--- config.mk ---
export PLATFORM = sky130hd
export DESIGN_NAME = seq_1010_tx
export DESIGN_NICKNAME = d
export VERILOG_FILES = /design/src/rtl/seq_1010_pkg.sv /design/src/rtl/seq_bit_timer.sv /design/src/rtl/seq_1010_tx.sv
export SDC_FILE = /design/constraint.sdc
export NUM_CORES = 1
export LEC_CHECK = 0
export BUFFER_PORTS_ARGS = -buffer_cell sky130_fd_sc_hd__clkbuf_2
export CORE_ASPECT_RATIO = 1.2
export CORE_MARGIN = 2
export CORE_UTILIZATION = 60
export CTS_BUF_LIST = sky130_fd_sc_hd__clkbuf_8
export CTS_CLUSTER_SIZE = 14
export DETAILED_ROUTE_END_ITERATION = 7
export PLACE_DENSITY = 0.83
export REMOVE_ABC_BUFFERS = 1
export SLEW_MARGIN = 20
export SYNTH_ARGS = -nofsm -noshare
export SYNTH_HDL_FRONTEND = slang
export SYNTH_HIERARCHICAL = 1
export SYNTH_SLANG_ARGS = --single-unit
--- constraint.sdc ---
create_clock -name clk -period 3.4 [get_ports clk]
set_input_delay 0.68 -clock clk [delete_from_list [all_inputs] [get_ports clk]]
set_output_delay 0.68 -clock clk [all_outputs]
set_load 0.01 [all_outputs]
--- src/rtl/seq_1010_pkg.sv ---
// Shared definitions for the 1010 frame transmitter and detector.
// SEQ_1010_TX_PARITY_EN adds the PAR state to the encoding.
package seq_1010_pkg;

    localparam logic [3:0] PREAMBLE = 4'b1010;
    localparam int PRE_LEN = 4;

`ifdef SEQ_1010_TX_PARITY_EN
    typedef enum logic [2:0] {
        IDLE,
        PRE,
        DATA,
        PAR,
        GAP
    } state_t;
`else
    typedef enum logic [1:0] {
        IDLE,
        PRE,
        DATA,
        GAP
    } state_t;
`endif

    function automatic int max3(int a, int b, int c);
        int m;
        m = (a > b) ? a : b;
        return (m > c) ? m : c;
    endfunction

endpackage

--- src/rtl/seq_bit_timer.sv ---
// Bit-period divider: bit_tick marks the last cycle of each bit.
module seq_bit_timer #(
    parameter int BIT_DIV = 1
) (
    input  logic clk,
    input  logic rst_n,
    input  logic run,
    output logic bit_tick
);

    localparam int W = $clog2(BIT_DIV + 1);
    localparam logic [W-1:0] LAST = W'(BIT_DIV - 1);

    logic [W-1:0] cnt;

    assign bit_tick = run && (cnt == LAST);

    always_ff @(posedge clk or negedge rst_n) begin
        if (!rst_n) begin
            cnt <= '0;
        end else if (!run || bit_tick) begin
            cnt <= '0;
        end else begin
            cnt <= cnt + 1'b1;
        end
    end

endmodule

--- src/rtl/seq_1010_tx.sv ---
// Serial frame transmitter: preamble 1010, data MSB-first, low gap.
// Define SEQ_1010_TX_PARITY_EN to append an even-parity bit.
module seq_1010_tx
    import seq_1010_pkg::*;
#(
    parameter int DATA_W   = 8,
    parameter int BIT_DIV  = 1,
    parameter int GAP_BITS = 2
) (
    input  logic              clk,
    input  logic              rst_n,
    input  logic              in_valid,
    input  logic [DATA_W-1:0] in_data,
    output logic              in_ready,
    output logic              tx_out,
    output logic              tx_active,
    output logic              done
);

    localparam int BMAX = max3(PRE_LEN, DATA_W, GAP_BITS);
    localparam int CW = $clog2(BMAX + 1);
    localparam int SW = PRE_LEN + DATA_W;
    localparam logic [CW-1:0] PRE_LAST  = CW'(PRE_LEN - 1);
    localparam logic [CW-1:0] DATA_LAST = CW'(DATA_W - 1);
    localparam logic [CW-1:0] GAP_LAST  = CW'(GAP_BITS - 1);

    state_t          state, state_n;
    logic [CW-1:0]   bit_cnt, bit_cnt_n;
    logic [SW-1:0]   shreg, shreg_n;
    logic            tx_n;
    logic            done_n;
    logic            bit_tick;
`ifdef SEQ_1010_TX_PARITY_EN
    logic            par, par_n;
`endif

    assign tx_active = (state != IDLE);
    assign in_ready  = (state == IDLE);

    seq_bit_timer #(
        .BIT_DIV(BIT_DIV)
    ) u_timer (
        .clk(clk),
        .rst_n(rst_n),
        .run(tx_active),
        .bit_tick(bit_tick)
    );

    always_ff @(posedge clk or negedge rst_n) begin
        if (!rst_n) begin
            state   <= IDLE;
            bit_cnt <= '0;
            shreg   <= '0;
            tx_out  <= 1'b0;
            done    <= 1'b0;
`ifdef SEQ_1010_TX_PARITY_EN
            par     <= 1'b0;
`endif
        end else begin
            state   <= state_n;
            bit_cnt <= bit_cnt_n;
            shreg   <= shreg_n;
            tx_out  <= tx_n;
            done    <= done_n;
`ifdef SEQ_1010_TX_PARITY_EN
            par     <= par_n;
`endif
        end
    end

    // Preamble and payload share one shift register; the first
    // preamble bit goes straight to tx_out at the handshake edge.
    always_comb begin
        state_n   = state;
        bit_cnt_n = bit_cnt;
        shreg_n   = shreg;
        tx_n      = tx_out;
        done_n    = 1'b0;
`ifdef SEQ_1010_TX_PARITY_EN
        par_n     = par;
`endif
        unique case (state)
            IDLE: begin
                tx_n = 1'b0;
                if (in_valid) begin
                    state_n   = PRE;
                    bit_cnt_n = '0;
                    shreg_n   = {PREAMBLE[PRE_LEN-2:0], in_data, 1'b0};
                    tx_n      = PREAMBLE[PRE_LEN-1];
`ifdef SEQ_1010_TX_PARITY_EN
                    par_n     = ^in_data;
`endif
                end
            end
            PRE: begin
                if (bit_tick) begin
                    tx_n    = shreg[SW-1];
                    shreg_n = shreg << 1;
                    if (bit_cnt == PRE_LAST) begin
                        state_n   = DATA;
                        bit_cnt_n = '0;
                    end else begin
                        bit_cnt_n = bit_cnt + 1'b1;
                    end
                end
            end
            DATA: begin
                if (bit_tick) begin
                    if (bit_cnt == DATA_LAST) begin
                        bit_cnt_n = '0;
`ifdef SEQ_1010_TX_PARITY_EN
                        state_n   = PAR;
                        tx_n      = par;
`else
                        state_n   = GAP;
                        tx_n      = 1'b0;
`endif
                    end else begin
                        tx_n      = shreg[SW-1];
                        shreg_n   = shreg << 1;
                        bit_cnt_n = bit_cnt + 1'b1;
                    end
                end
            end
`ifdef SEQ_1010_TX_PARITY_EN
            PAR: begin
                if (bit_tick) begin
                    state_n   = GAP;
                    bit_cnt_n = '0;
                    tx_n      = 1'b0;
                end
            end
`endif
            GAP: begin
                tx_n = 1'b0;
                if (bit_tick) begin
                    if (bit_cnt == GAP_LAST) begin
                        state_n   = IDLE;
                        bit_cnt_n = '0;
                        done_n    = 1'b1;
                    end else begin
                        bit_cnt_n = bit_cnt + 1'b1;
                    end
                end
            end
            default: begin
                state_n = IDLE;
                tx_n    = 1'b0;
            end
        endcase
    end

endmodule

==> results.sh, run 1 <==
export IMPL_status="finished, final reports clean"
export IMPL_track_usage=0.2095
export IMPL_postSynthAreaPerCell_um2=10.14
export IMPL_route_detailed_drc=0
export IMPL_min_period_ns=2.214
export IMPL_final_setup_skew_ns=0.003043
export IMPL_grt_pass1_vias=759
export IMPL_p_leak_nw=0.6009
export IMPL_die_h_um=50.58
export IMPL_die_area_mm2=0.002166
export IMPL_synth_top_cell_area_share=0.4614
export IMPL_routed_via_density=5.703
export IMPL_portBuffers=14
export IMPL_rsz0062_at_grt="false"
export IMPL_cts_sinks=20
export IMPL_antenna_found_initial=0
export IMPL_postRouteAntennaNets=0
export IMPL_worstSetupStartpointType="register"
export IMPL_ys_types=33
export IMPL_cts_made_buffers=3
export IMPL_slowest_delay_ns=0.53
export IMPL_wirelength_um=1929
export IMPL_setup_violations=0
export IMPL_cp_max_fo=5
export IMPL_worst_path_dominant_cell_family="simple AND/OR/NAND/NOR gates"
export IMPL_root_buffer="clkbuf_8"
export IMPL_grt_max_degree=23
export IMPL_gp_routability_congestion=0.7354
export IMPL_fillers=124
export IMPL_arrival_ns=2.36
export IMPL_cp_cell_sequence="ha_1, or3b_2, a222oi_1, nand2_2, mux2_4"
export IMPL_avgRoutedWirePerCell_um=13.98
export IMPL_syn_area_mm2=0.001085
export IMPL_worstPathRequired_ns=3.54
export IMPL_cts_resized=0
export IMPL_synth_most_common_cell="dfrtp_1"
export IMPL_drtPass1Iterations=4
export IMPL_dp_hpwl_um=1343
export IMPL_hold_path_class="primary input to asynchronous set/reset pin"
export IMPL_postPlaceCellArea_mm2=0.001162
export IMPL_core_rowCount=16
export IMPL_ys_async_sr_fraction=1.000
export IMPL_synthCells=107
export IMPL_cpMaxStageDelayCell="a222oi_1"
export IMPL_io_pins=15
export IMPL_core_area_mm2=0.001662
export IMPL_vdd_ir_drop_max_uv=734.9
export IMPL_finalHoldViolations=0
export IMPL_drt_iter0_markers=13
export IMPL_post_route_util=0.7244
export IMPL_multi_input_area_um2=535.5
export IMPL_htreeDepth=1
export IMPL_fin_area_mm2=0.001204
export IMPL_synth_edff_count=0
export IMPL_slew_violations=0
export IMPL_setup_tns_final_ns=0
export IMPL_maxCapViolations=0
export IMPL_netlist_top_cells_count="dfrtp_1, nor2_1, inv_1"
export IMPL_yosys_top_cells_area="dfrtp_1, ha_1, mux2i_1"
export IMPL_grt_overflow_total=0
export IMPL_power_density_mw_per_mm2=1028
export IMPL_endpoint_kind="register"
export IMPL_slew_headroom=0.5685
export IMPL_worstSetupPathType="register to register"
export IMPL_drive_gt1_frac=0.1833
export IMPL_start_util=0.6529
export IMPL_n_antenna_cell=0
export IMPL_yosys_area_top_type="dfrtp_1"
export IMPL_tightest_slew_ns=0.6473
export IMPL_area_sequential_um2=500.5
export IMPL_synth_seq_cells=20
export IMPL_grt_pass1_wl_um=3339
export IMPL_finalCritPeriodShare=0.6511
export IMPL_worst_path_buf_inv=0
export IMPL_tritoncts="done"
export IMPL_clk_pin_slew_worst_paths_ns=0.07
export IMPL_synth_warning_count=6
export IMPL_cts_max_path_buffers=2
export IMPL_synth_seq_area_share=0.4614
export IMPL_nets=141
export IMPL_cts_hold_buf=0
export IMPL_post_cts_setup_buffers=0
export IMPL_fmax_ghz=0.4517
export IMPL_num_vias=787
export IMPL_die_x_um=42.82
export IMPL_area_growth_pct=10.96
export IMPL_worstSkewPairLatency_ns=0.25
export IMPL_synth_flop_cell="dfrtp_1"
-- worst register-to-register path, cell delays in order (launching register included) --
cell	delay, ns
dfrtp_1	0.41
ha_1	0.22
or3b_2	0.47
a222oi_1	0.53
nand2_2	0.16
mux2_4	0.32
-- report_power, final --
part	switching, W	leakage (nW)	internal, W	total [W]
Sequential	0.0000608	0.242	0.000338	0.000399
Clock	0.0000723	0.0216	0.0000788	0.000151
Combinational	0.000393	0.337	0.000295	0.000688
Total	0.000526	0.601	0.000712	0.00124
-- stage by stage --
| stage | power (W) | hold WS [ns] | instances | setup WS [ns] |
|---|---|---|---|---|
| after floorplan | 0.0009398 | 0.3844 | 103 | 1.346 |
| after global placement | 0.001050 | 0.4804 | 135 | 1.266 |
| after detailed placement | 0.001086 | 0.4980 | 135 | 1.213 |
| after CTS | 0.001244 | 0.3872 | 138 | 1.188 |
| after global routing | 0.001352 | 0.4046 | 138 | 0.9690 |
| final | 0.001238 | 0.3746 | 138 | 1.186 |
-- placed cells by master, fill, tap and decap left out, types with 2 or more instances in the layout --
cell type	Yosys	final
clkbuf_8	0	3
clkbuf_2	0	14
nor4_1	2	2
a31oi_1	2	2
nand2_1	2	2
nand3b_1	2	2
inv_1	9	9
nor2_1	12	12
nand3_1	2	2
o31ai_1	2	2
a21oi_1	8	8
a21o_1	2	2
dfrtp_1	20	20
nand2b_1	2	2
mux2i_1	8	8
o21ai_0	5	5
ha_1	8	8
-- area by class of cell --
| class | instances | area share |
|---|---|---|
| multi-input combinational | 74 | 0.4449 |
| sequential | 20 | 0.4158 |
| clock buffer | 3 | 0.03430 |
| timing repair buffer | 14 | 0.05821 |
| inverter | 9 | 0.02807 |
| tap | 18 | 0.01871 |
-- flip-flops by register name (all words and copies together), names as in the netlist --
register     count
bit_cnt          4
done             1
shreg           11
state            2
tx_out           1
u_timer/cnt      1
-- path summary, 6_finish.rpt --
| kind | slack, ns | from | depth (start not counted) | to |
|---|---|---|---|---|
| hold reg to reg | 0.51 | shreg[8] | 2 | shreg[9] |
| setup / recovery | 1.19 | bit_cnt[0] | 5 | state[1] |
| setup reg to reg | 1.19 | bit_cnt[0] | 5 | state[1] |
| hold / removal | 0.37 | rst_n | 1 | u_timer/cnt |
| max in group asynchronous | 2.69 | rst_n | 1 | shreg[1] |
| min in group clk | 0.51 | shreg[8] | 2 | shreg[9] |
-- cell families after synthesis --
| logic type | share of synthesized area |
|---|---|
| and+or+nand+nor | 0.1615 |
| AOI/OAI and AO/OA | 0.1488 |
| DFF | 0.4614 |
| buffers and inverters | 0.04498 |
| muxes | 0.08766 |
| adders and majority gates | 0.09228 |
| other | 0.003457 |
-- per-layer routing --
layer | vias to the layer above | share of wire | global-route usage
met5 | - | 0 | 0
met1 | 363 | 0.46 | 0.2575
met3 | 6 | 0.037 | 0.04676
li1 | 400 | - | -
met2 | 18 | 0.48 | 0.3409
met4 | 0 | 0.022 | 0.1042
Power figures use the tool's default switching activity.
==> run 2: changes to the inputs <==
--- a/config.mk
+++ b/config.mk
@@ -8,11 +8,11 @@
 export BUFFER_PORTS_ARGS = -buffer_cell sky130_fd_sc_hd__clkbuf_2
 export CORE_ASPECT_RATIO = 1.2
 export CORE_MARGIN = 2
-export CORE_UTILIZATION = 60
+export CORE_UTILIZATION = 52
 export CTS_BUF_LIST = sky130_fd_sc_hd__clkbuf_8
 export CTS_CLUSTER_SIZE = 14
 export DETAILED_ROUTE_END_ITERATION = 7
-export PLACE_DENSITY = 0.83
+export PLACE_DENSITY = 0.76
 export REMOVE_ABC_BUFFERS = 1
 export SLEW_MARGIN = 20
 export SYNTH_ARGS = -nofsm -noshare
==> constraint.sdc (replaced) <==
create_clock -name clk -period 1.87 [get_ports clk]
set_input_delay 0.374 -clock clk [delete_from_list [all_inputs] [get_ports clk]]
set_output_delay 0.374 -clock clk [all_outputs]
set_load 0.01 [all_outputs]
==> run 2 against run 1 <==
Effect of this change:
- combinational power up 130%
- critical path depth up 2
- register-to-register slack worse by 1.3 ns
- clock skew down 0.0024 ns
- the flow now finishes with violations (setup timing)
- utilization down 4.3 points
- first-iteration DRC count up 15%
- total power up 110%
- largest cell class unchanged
- design area up 14%
==> results.sh, run 2 (synthesized netlist as in run 1, its figures left out) <==
export IMPL_status="finished, violations left"
export IMPL_violations="setup timing"
export IMPL_grt_pass1_wl_um=3663
export IMPL_setup_violations=4
export IMPL_antenna_found_initial=0
export IMPL_num_vias=854
export IMPL_cp_max_fo=5
export IMPL_setup_ws_ns=-0.1286
export IMPL_slew_headroom=0.6617
export IMPL_top_register="shreg"
export IMPL_n_antenna_cell=0
export IMPL_route_detailed_drc=0
export IMPL_rsz0062_at_grt="true"
export IMPL_area_growth_pct=25.95
export IMPL_tritoncts="done"
export IMPL_p_int_w=0.001590
export IMPL_final_setup_skew_ns=0.0006054
export IMPL_gp_routability_congestion=0.8426
export IMPL_tightest_slew_ns=0.5075
export IMPL_p_switching_w=0.001052
export IMPL_drt_iter0_markers=15
export IMPL_postRouteAntennaNets=0
export IMPL_nets=155
export IMPL_dp_hpwl_um=1537
export IMPL_cts_max_path_buffers=2
export IMPL_finalHoldViolations=0
export IMPL_slew_violations=0
export IMPL_grt_pass1_vias=826
export IMPL_die_x_um=45.70
export IMPL_rr_startpoint="bit_cnt[1]"
export IMPL_comb_power_share=0.602
export IMPL_grt_max_degree=21
export IMPL_die_h_um=54.04
export IMPL_io_pins=15
export IMPL_core_area_mm2=0.002004
export IMPL_track_usage=0.2101
export IMPL_maxCapViolations=0
export IMPL_grt_overflow_total=0
export IMPL_p_seq_frac=0.273
export IMPL_fillers=172
export IMPL_worstPathRequired_ns=2.02
export IMPL_cts_made_buffers=3
export IMPL_min_period_ns=1.999
export IMPL_root_buffer="clkbuf_8"
export IMPL_fmax_ghz=0.5003
export IMPL_routed_via_density=5.510
export IMPL_endpoint_kind="register"
export IMPL_avgRoutedWirePerCell_um=13.39
export IMPL_wirelength_um=2075
export IMPL_pre_cts_ws_ns=-0.1045
export IMPL_setup_tns_final_ns=-0.3758
export IMPL_worstSetupStartpointType="register"
export IMPL_worstSkewPairLatency_ns=0.26
export IMPL_netSwitchingFraction=0.3983
export IMPL_drtPass1Iterations=4
export IMPL_vdd_ir_drop_max_uv=1157
export IMPL_slowest_delay_ns=0.42
export IMPL_largest_reg_flops=11
export IMPL_layout_commonest_cell="dfrtp_1"
export IMPL_core_rowCount=18
export IMPL_clkPwrFrac=0.125
export IMPL_p_leak_nw=0.6862
export IMPL_arrival_ns=2.15
export IMPL_cpMaxStageDelayCell="dfrtp_1"
export IMPL_fin_worst_hold_slack_ns=0.06499
export IMPL_cp_cell_sequence="inv_2, ha_4, or3b_4, a222oi_1, buf_4, nand2_4, mux2_4"
export IMPL_cts_sinks=20
export IMPL_startpoint="bit_cnt[1]"
export IMPL_hold_path_class="primary input to asynchronous set/reset pin"
export IMPL_power_w=0.002643
export IMPL_final_cell_mix="dfrtp_1, clkbuf_2, buf_4"
export IMPL_power_density_mw_per_mm2=1934
export IMPL_start_util=0.5412
export IMPL_clk_pin_slew_worst_paths_ns=0.07
export IMPL_reg_largest_list="shreg x11, bit_cnt x4, state x2"
export IMPL_htreeDepth=1
export IMPL_die_area_mm2=0.002469
export IMPL_portBuffers=14
export IMPL_worstSetupPathType="register to register"
export IMPL_finalCritPeriodShare=1.069
export IMPL_drive_gt1_frac=0.3185
## run 2: through the flow
step	util	cell area, um2	cells
2_1_floorplan	-	1070	103
3_5_place_dp	0.6149	1232	146
6_report	0.6816	1366	155
3_3_place_gp	0.6149	1232	146
5_1_grt	0.6816	1366	155
4_1_cts	0.6561	1315	152
## run 2: critical path: cells and delay by family (launching register included)
family,cells,cell delay (ns)
flops,1,0.42
simple gates,2,0.41
compound gates,1,0.34
buf+inv,2,0.30
mux,1,0.29
fa+ha+maj,1,0.11
## run 2: layer usage
layer | GRT usage | vias up | part of all wire | wire, um
li1 | - | 428 | - | -
met1 | 0.2347 | 409 | 0.42 | 875
met2 | 0.3756 | 12 | 0.53 | 1110
met3 | 0.04027 | 5 | 0.023 | 47
met4 | 0.1000 | 0 | 0.020 | 42
met5 | 0 | - | 0 | 0
## run 2: worst paths after layout
path / endpoint / slack (ns) / cells after the start
min: done / 0.06 / 1
min reg2reg: shreg[9] / 0.53 / 2
min in group clk: shreg[1] / 0.36 / 3
max reg2reg: state[1] / -0.13 / 7
max in group asynchronous: shreg[8] / 1.46 / 1
max: state[1] / -0.13 / 7
## run 2: layout make-up
cell class,count,area [um2],share of cell area
Tap cell,20,25.02,0.01832
Sequential cell,20,500.5,0.3663
Multi-Input combinational cell,74,573.1,0.4194
Inverter,9,33.78,0.02473
Clock buffer,4,55.05,0.04029
Timing Repair Buffer,28,178.9,0.1310
## run 2: repair_timing
item | in CTS | in global routing
pin swaps | 2 | 2
buffers inserted | 2 | 3
setup endpoints to repair | 14 | 17
cloned | 0 | 0
gates resized for setup | 3 | 7
hold buffers | 0 | 0
## run 2: power groups by stage
stage	Sequential (W)	Combinational (W)	Clock [W]
3_5_place_dp	0.000728	0.00143	0
6_report	0.000721	0.00159	0.000331
2_1_floorplan	0.000710	0.000999	0
4_1_cts	0.000717	0.00153	0.000338
5_1_grt	0.000740	0.00179	0.000345
3_3_place_gp	0.000719	0.00138	0
==> run 3: changes to the inputs <==
--- a/config.mk
+++ b/config.mk
@@ -5,14 +5,15 @@
 export SDC_FILE = /design/constraint.sdc
 export NUM_CORES = 1
 export LEC_CHECK = 0
+export ABC_AREA = 1
 export BUFFER_PORTS_ARGS = -buffer_cell sky130_fd_sc_hd__clkbuf_2
 export CORE_ASPECT_RATIO = 1.2
 export CORE_MARGIN = 2
-export CORE_UTILIZATION = 52
+export CORE_UTILIZATION = 53
 export CTS_BUF_LIST = sky130_fd_sc_hd__clkbuf_8
 export CTS_CLUSTER_SIZE = 14
 export DETAILED_ROUTE_END_ITERATION = 7
-export PLACE_DENSITY = 0.76
+export PLACE_DENSITY = 0.77
 export REMOVE_ABC_BUFFERS = 1
 export SLEW_MARGIN = 20
 export SYNTH_ARGS = -nofsm -noshare
==> run 3 against run 2 <==
Effect of this change:
- the run now ends clean
- sequential power is 4.9% lower
- count of clock-buffer cells in the layout stayed put
- total power is 6.2% lower
- clock power hardly changed
- die area is 4.4% higher
- largest power group unchanged
==> results.sh, run 3 <==
export IMPL_antenna_found_initial=0
export IMPL_clk_pin_slew_worst_paths_ns=0.08
export IMPL_track_usage=0.1996
export IMPL_reg_largest_list="shreg x11, bit_cnt x4, state x2"
export IMPL_synth_seq_area_share=0.4320
export IMPL_setup_violations=0
export IMPL_status="finished, final reports clean"
export IMPL_synth_warning_count=6
export IMPL_final_cell_mix="nand2_1, inv_1, dfrtp_1"
export IMPL_area_growth_pct=17.82
export IMPL_worst_path_buf_inv=5
export IMPL_ys_async_sr_fraction=1.000
export IMPL_cts_sinks=20
export IMPL_tritoncts="done"
export IMPL_vdd_ir_drop_max_uv=1140
export IMPL_synth_top_cell_area_share=0.4320
export IMPL_worstPathRequired_ns=2.07
export IMPL_r2r_slack_ns=0.18
export IMPL_grt_pass1_vias=984
export IMPL_drt_iter0_markers=23
export IMPL_finalHoldViolations=0
export IMPL_start_util=0.5592
export IMPL_root_buffer="clkbuf_8"
export IMPL_yosys_area_top_type="dfrtp_1"
export IMPL_avgRoutedWirePerCell_um=10.85
export IMPL_n_antenna_cell=0
export IMPL_synth_edff_count=0
export IMPL_worstReg2RegEnd="state[0]"
export IMPL_slowest_delay_ns=0.41
export IMPL_die_x_um=46.68
export IMPL_syn_area_mm2=0.001159
export IMPL_grt_max_degree=21
export IMPL_finalCritPeriodShare=0.9018
export IMPL_hold_path_class="primary input to asynchronous set/reset pin"
export IMPL_area_sequential_um2=500.5
export IMPL_synth_flop_cell="dfrtp_1"
export IMPL_worstSetupPathType="register to register"
export IMPL_drive_gt1_frac=0.1839
export IMPL_postSynthAreaPerCell_um2=7.573
export IMPL_rr_startpoint="state[0]"
export IMPL_num_vias=999
export IMPL_die_area_mm2=0.002577
export IMPL_layout_commonest_cell="nand2_1"
export IMPL_arrival_ns=1.89
export IMPL_post_route_util=0.6588
export IMPL_final_setup_skew_ns=0.004190
export IMPL_top_register="shreg"
export IMPL_final_cells=204
export IMPL_cpMaxStageDelayCell="dfrtp_1"
export IMPL_endpoint_kind="register"
export IMPL_pre_cts_ws_ns=0.02616
export IMPL_maxCapViolations=0
export IMPL_core_area_mm2=0.002072
export IMPL_grt_overflow_total=0
export IMPL_yosys_top_cells_area="dfrtp_1, nand2_1, ha_1"
export IMPL_fillers=195
export IMPL_largest_reg_flops=11
export IMPL_io_pins=15
export IMPL_nets=194
export IMPL_slew_violations=0
export IMPL_placedCellCount=196
export IMPL_grt_pass1_wl_um=3933
export IMPL_setup_ws_ns=0.1837
export IMPL_cts_made_buffers=3
export IMPL_wirelength_um=2214
export IMPL_routed_via_density=4.897
export IMPL_power_density_mw_per_mm2=1815
export IMPL_portBuffers=14
export IMPL_synthCells=153
export IMPL_route_detailed_drc=0
export IMPL_cts_max_path_buffers=2
export IMPL_htreeDepth=1
export IMPL_postRouteAntennaNets=0
export IMPL_p_leak_nw=0.7339
export IMPL_die_h_um=55.22
export IMPL_netlist_top_cells_count="nand2_1, inv_1, dfrtp_1, o21ai_0, nand3_1"
export IMPL_core_rowCount=18
export IMPL_cp_max_fo=5
export IMPL_multi_input_area_um2=554.3
export IMPL_ys_types=18
export IMPL_dp_hpwl_um=1677
export IMPL_cts_hold_buf=0
export IMPL_gp_routability_congestion=0.8915
export IMPL_fmax_ghz=0.5930
export IMPL_worst_path_dominant_cell_family="simple AND/OR/NAND/NOR gates"
export IMPL_synth_most_common_cell="nand2_1"
export IMPL_synth_seq_cells=20
export IMPL_r2r_cells=13
export IMPL_worstSetupStartpointType="register"
export IMPL_min_period_ns=1.686
export IMPL_worstSkewPairLatency_ns=0.26
export IMPL_drtPass1Iterations=4
export IMPL_cp_cell_sequence="inv_1, ha_2, inv_1, inv_1, nor2_4, inv_2, nand2_1, nand2_1, nor2_4, inv_1, nor2_2, nand2_1, nand2_1"
## run 3: layer usage
metal | vias to the layer above | GRT usage | routed length (um)
met5 | - | 0 | 0
met4 | 0 | 0.05159 | 53
met3 | 4 | 0.02941 | 81
met2 | 29 | 0.3452 | 1158
met1 | 457 | 0.2505 | 921
li1 | 509 | - | -
## run 3: layout make-up
cell class,count,area share
inverter,26,0.07149
multi-input combinational,105,0.4060
clock buffer,4,0.04033
timing repair buffer,19,0.08799
tap,30,0.02750
sequential,20,0.3666
## run 3: how the worst max path moves through the flow
stage,endpoint,cells past startpoint,slack [ns],start
floorplan,shreg[1],12,0.04,state[0]
global placement,state[1],12,0.15,state[0]
detailed placement,state[0],12,0.03,state[0]
CTS,state[0],13,0.003,state[0]
global route,state[0],13,-0.005,state[0]
finish,state[0],13,0.18,state[0]
## run 3: kinds of logic after synthesis
family	after synthesis	synth area share
adder cells (fa/ha/maj)	8	0.08640
other	1	0.003237
AO/OA/AOI/OAI	23	0.1123
flip-flops	20	0.4320
buffers and inverters	28	0.09826
AND/OR/NAND/NOR	73	0.2678
## run 3: per-stage QoR
stage / TNS [ns] / total power (W) / hold WS (ns) / instance area, um2
3_3_place_gp: 0 / 0.001991 / 0.3676 / 1270
6_report: 0 / 0.002478 / 0.06260 / 1365
2_1_floorplan: 0 / 0.001666 / 0.07841 / 1142
4_1_cts: 0 / 0.002398 / 0.08752 / 1325
5_1_grt: -0.005003 / 0.002748 / 0.1208 / 1365
3_5_place_dp: 0 / 0.002061 / 0.3695 / 1270
## run 3: report_power, final
| group | leakage, nW | switching (W) | internal [W] |
|---|---|---|---|
| Clock | 0.0288 | 0.000144 | 0.000187 |
| Combinational | 0.449 | 0.000903 | 0.000557 |
| Sequential | 0.257 | 0.0000846 | 0.000602 |
## run 3: what timing repair did
action / CTS / global route
buffers inserted: 0 / 4
endpoints found under the setup margin: 0 / 15
gates resized for setup: 0 / 3
## run 3: worst reg2reg max path, stage by stage (launching register included)
cell	delay, ns
dfrtp_1	0.41
inv_1	0.11
ha_2	0.21
inv_1	0.07
inv_1	0.06
nor2_4	0.10
inv_2	0.06
nand2_1	0.05
nand2_1	0.10
nor2_4	0.14
inv_1	0.07
nor2_2	0.12
nand2_1	0.07
nand2_1	0.06
